### config.mk
export PLATFORM = sky130hd
export DESIGN_NAME = reg_wb_arbiter
export DESIGN_NICKNAME = d
export VERILOG_FILES = /design/src/rtl/reg_wb_arbiter.sv
export SDC_FILE = /design/constraint.sdc
export NUM_CORES = 1
export LEC_CHECK = 0
export BUFFER_PORTS_ARGS = -buffer_cell sky130_fd_sc_hd__buf_2
export CORE_ASPECT_RATIO = 0.9
export CORE_MARGIN = 1
export CORE_UTILIZATION = 41
export DETAILED_ROUTE_END_ITERATION = 12
export GPL_TIMING_DRIVEN = 0
export PLACE_DENSITY = 0.85
export REMOVE_ABC_BUFFERS = 1
export SLEW_MARGIN = 15
export SYNTH_ARGS = -nofsm -noshare
export SYNTH_HDL_FRONTEND = slang
export SYNTH_SLANG_ARGS = --single-unit
### constraint.sdc
create_clock -name clk_i -period 2.05 [get_ports clk_i]
set_input_delay 0.3075 -clock clk_i [delete_from_list [all_inputs] [get_ports clk_i]]
set_output_delay 0.3075 -clock clk_i [all_outputs]
set_load 0.05 [all_outputs]
### src/rtl/reg_wb_arbiter.sv
// Two-requester register-file writeback arbiter: A has priority, B is forced
// through after STARVE_MAX consecutive denials. The write port is registered.
//
// state   | meaning
// --------+--------------------------------------------------------------
// PRI_A   | pipeline requester A wins; B wins only when A is idle
// FORCE_B | B has been starved; B wins this cycle, then back to PRI_A
module reg_wb_arbiter #(
  parameter int unsigned STARVE_MAX = 3
) (
  input  logic        clk_i,
  input  logic        rst_n_i,
  input  logic        a_valid_i,
  input  logic [4:0]  a_addr_i,
  input  logic [31:0] a_data_i,
  output logic        a_ready_o,
  input  logic        b_valid_i,
  input  logic [4:0]  b_addr_i,
  input  logic [31:0] b_data_i,
  output logic        b_ready_o,
  output logic        RegWrite_o,
  output logic [4:0]  RDaddr_o,
  output logic [31:0] RDdata_o,
  output logic [3:0]  starve_cnt_o
);

  typedef enum logic {
    PRI_A   = 1'b0,
    FORCE_B = 1'b1
  } state_t;

  localparam logic [3:0] STARVE_LIM = 4'(STARVE_MAX);
  localparam logic [3:0] CNT_SAT    = 4'd15;

  state_t      state_q, state_d;
  logic [3:0]  starve_q, starve_d;
  logic        grant_a, grant_b;
  logic        xfer;
  logic [4:0]  sel_addr;
  logic [31:0] sel_data;

  always_ff @(posedge clk_i or negedge rst_n_i) begin
    if (!rst_n_i) begin
      state_q  <= PRI_A;
      starve_q <= 4'd0;
    end else begin
      state_q  <= state_d;
      starve_q <= starve_d;
    end
  end

  // Grants depend only on valids, state and reset, never on payload.
  always_comb begin
    grant_a  = 1'b0;
    grant_b  = 1'b0;
    state_d  = PRI_A;
    starve_d = 4'd0;

    if (rst_n_i) begin
      case (state_q)
        PRI_A: begin
          if (a_valid_i)      grant_a = 1'b1;
          else if (b_valid_i) grant_b = 1'b1;
        end
        FORCE_B: begin
          if (b_valid_i)      grant_b = 1'b1;
          else if (a_valid_i) grant_a = 1'b1;
        end
        default: ;
      endcase
    end

    if (b_valid_i && !grant_b)
      starve_d = (starve_q == CNT_SAT) ? CNT_SAT : starve_q + 4'd1;

    // The edge on which the count reaches the limit arms FORCE_B and clears it.
    if (state_q == PRI_A && starve_d == STARVE_LIM) begin
      state_d  = FORCE_B;
      starve_d = 4'd0;
    end
  end

  assign a_ready_o    = grant_a;
  assign b_ready_o    = grant_b;
  assign starve_cnt_o = starve_q;

  assign xfer     = grant_a | grant_b;
  assign sel_addr = grant_b ? b_addr_i : a_addr_i;
  assign sel_data = grant_b ? b_data_i : a_data_i;

  // Writes to r0 are consumed but never reach the register file.
  always_ff @(posedge clk_i or negedge rst_n_i) begin
    if (!rst_n_i) begin
      RegWrite_o <= 1'b0;
      RDaddr_o   <= 5'd0;
      RDdata_o   <= 32'd0;
    end else if (xfer && sel_addr != 5'd0) begin
      RegWrite_o <= 1'b1;
      RDaddr_o   <= sel_addr;
      RDdata_o   <= sel_data;
    end else begin
      RegWrite_o <= 1'b0;
    end
  end

  always_ff @(posedge clk_i) begin
    assert (!(a_ready_o && b_ready_o))
      else $error("both requesters granted in one cycle");
  end

endmodule
==> results.ini <==
[run_status]
outcome = finished clean

[timing]
setup_viol = 0
fin_tns_setup_ps = 0
finalHoldViolCount = 0
fin_crit_ps = 1950
relSlewSlack_pct = 41.7
slew_violations = 0
fin_skew_ps = 4.34
rsz0062_at_grt = false
max_slew.worst_pin.slew_ps = 869
fin_crit_sh_pct = 95.3
max_freq_mhz = 512

[min_path]
whs_endpoint = RDaddr_o[3]
hold_depth = 3
hold_class = primary input to flip-flop
min_from = a_addr_i[3]

[synth]
synth-warning-count = 0
synth.distinct_cells = 36
syn_area_um2 = 2390
synth_enable_flop_cells = 0
synth_compound_gate_area_share_pct = 6.96
synth_top_family_by_area = multiplexers
ys_ff_latch = 43
synth_xor_area_share_pct = 0
synth.area.mux_share_pct = 35.8
seq_area_frac_synth_pct = 45.0
ys.flop_type = dfrtp_1
synth_area_per_cell_um2 = 13.4
yosys.area_share.simple_pct = 8.53
ys_async_sr_fraction_pct = 100
synth_fa_ha_area_share_pct = 0.523
syn_inst = 179

[floorplan]
die_y_um = 74.5
rows = 26
initial_core_util_pct = 42.3
die_w_um = 82.5
ios = 122
coreArea_um2 = 5660
fp.dieArea_um2 = 6140

[worst_setup_path]
worst_path_max_delay_cell = dfrtp_1
reg2regPathDepth = 7
reg2reg_to = RDdata_o[12]
max_stage_delay_ps = 390
regToRegSetupSlack_ps = 100
cp-start-kind = flip-flop
cp.arrival_ps = 2130
endpoint_kind = flip-flop
crit_type = flip-flop to flip-flop
cp_top_family = buffers and inverters
path_max_fanout = 13
rr_startpoint = state_q
critPathBufInv = 3
crit_path_start = state_q
path_cells = or2b_4, nand2_8, buf_16, a311oi_4, buf_4, buf_8, mux2_2
crit_required_ps = 2220

[placement]
gp_congestion = 0.819
hpwl_mm = 3.89
io_buffers = 121

[cts]
clk_pin_slew_ps = 80
cts-root-buf = clkbuf_8
clock-sinks = 43
clk_path_buf_depth = 2
numCtsBuffers = 5
cts_tree = done
cts_max_level = 2
clk_latency_ps = 290

[drt]
via_per_inst = 5.03
wl_per_cell_um = 14.4
drt_iter0_drc = 17
ant_nets = 0
num_vias = 1913
drtPass1Iterations = 6
drcViolationCount = 0
wirelength_mm = 5.47

[finish]
antenna_cells = 0
fin_util_pct = 58.4
areaGrowthSynthToFinish_pct = 38.1
layout_common_cells = buf_2, dfrtp_1, mux2_2, mux2_4
layout_commonest_cell = buf_2
multi_input_area_um2 = 1260
seq_area_um2 = 1080
nNetsFinal = 389
drive_gt1_share_pct = 68.4
fill_cells = 492

[power_and_ir_drop]
ir_drop_uv = 504
p_leak_uw = 0.00167
p_per_area_nw_per_um2 = 835

[grt]
globalRouteOverflowTotal = 0
grt_pass1_wl_mm = 7.56
grt_max_degree = 44
grt_use_total_pct = 16.6
grt_pass1_vias = 1682
antenna_found_initial = 0

[flow_run]
cap_violations = 0

## sequential cells by signal, indices dropped and copies added (netlist names)
| register | flops |
|---|---|
| RDdata_o | 32 |
| RDaddr_o | 5 |
| starve_cnt_o | 4 |
| RegWrite_o | 1 |
| state_q | 1 |
## power breakdown
group          total [uW]  internal [uW]  switching, uW  leakage, uW
logic                1160            426            729      0.00111
registers            1060            981           82.2     0.000516
clock network         539            265            274    0.0000470
total                2760           1670           1090      0.00167
## final cells by class
type / instances / share of cell area, %
Multi-Input combinational cell: 124 / 38.1
Sequential cell: 43 / 32.6
Timing Repair Buffer: 132 / 23.5
Tap cell: 70 / 2.65
Clock buffer: 6 / 2.50
Inverter: 4 / 0.455
Clock inverter: 1 / 0.152
## worst register-to-register path: stages, from the launching register on
cell and delay [ps]:
dfrtp_1 390, or2b_4 180, nand2_8 70, buf_16 160
a311oi_4 320, buf_4 230, buf_8 150, mux2_2 340
## kinds of logic after synthesis
group,count (synthesis)
mux,67
flops,43
simple gates,33
compound gates,23
buf+inv,12
fa+ha+maj,1
## cell usage after synthesis, types with 2 or more instances
| master | count | area share [%] |
|---|---|---|
| dfrtp_1 | 43 | 45 |
| buf_6 | 3 | 1.4 |
| mux2i_1 | 3 | 1.3 |
| nand2_1 | 5 | 0.78 |
| o22ai_1 | 2 | 0.52 |
| a31oi_1 | 2 | 0.52 |
| mux2_4 | 28 | 18 |
| a311o_1 | 2 | 0.84 |
| nor3_1 | 5 | 1.0 |
| and2_1 | 4 | 1.0 |
| buf_4 | 2 | 0.63 |
| inv_1 | 4 | 0.63 |
| nor2_1 | 6 | 0.94 |
| nand3_1 | 3 | 0.63 |
| buf_2 | 2 | 0.42 |
| o21ai_0 | 7 | 1.5 |
| mux2_2 | 36 | 17 |
| a21oi_1 | 4 | 0.84 |
## layer usage
layer | part of all wire, % | wire, um | track usage (%) | up-vias
li1 | - | - | - | 917
met2 | 50 | 2730 | 29.6 | 81
met1 | 43 | 2350 | 19.9 | 908
met5 | 0 | 0 | 0 | -
met3 | 6.1 | 336 | 3.80 | 7
met4 | 1.0 | 55 | 5.17 | 0
## per-stage QoR
stage,area [um2],worst slack [ps],hold WS (ps),total power [uW],std cells
2_1_floorplan,2330,-1270,11.9,1900,171
3_3_place_gp,3020,-2980,486,2170,362
3_5_place_dp,3090,-1560,487,2200,366
4_1_cts,3280,65.2,348,2790,379
5_1_grt,3300,24.5,368,2900,380
6_report,3300,95.9,353,2760,380
## how the worst max path moves through the flow
stage | end | slack [ps] | cells after the start
after floorplan | RDdata_o[11] | -1270 | 4
after global placement | RDdata_o[11] | -2980 | 5
final | RDdata_o[12] | 100 | 7
after CTS | a_ready_o | 70 | 6
after detailed placement | RDdata_o[11] | -1560 | 6
after global routing | a_ready_o | 20 | 6
## timing repair
| item | CTS | global route |
|---|---|---|
| hold endpoints to repair | 43 | 0 |
| pin swaps | 2 | 0 |
| gates resized for setup | 10 | 1 |
| endpoints found under the setup margin | 40 | 1 |
| hold buffers | 2 | 0 |
| cloned | 0 | 1 |
| setup buffers | 4 | 0 |
(Power assumes the default switching activity.)
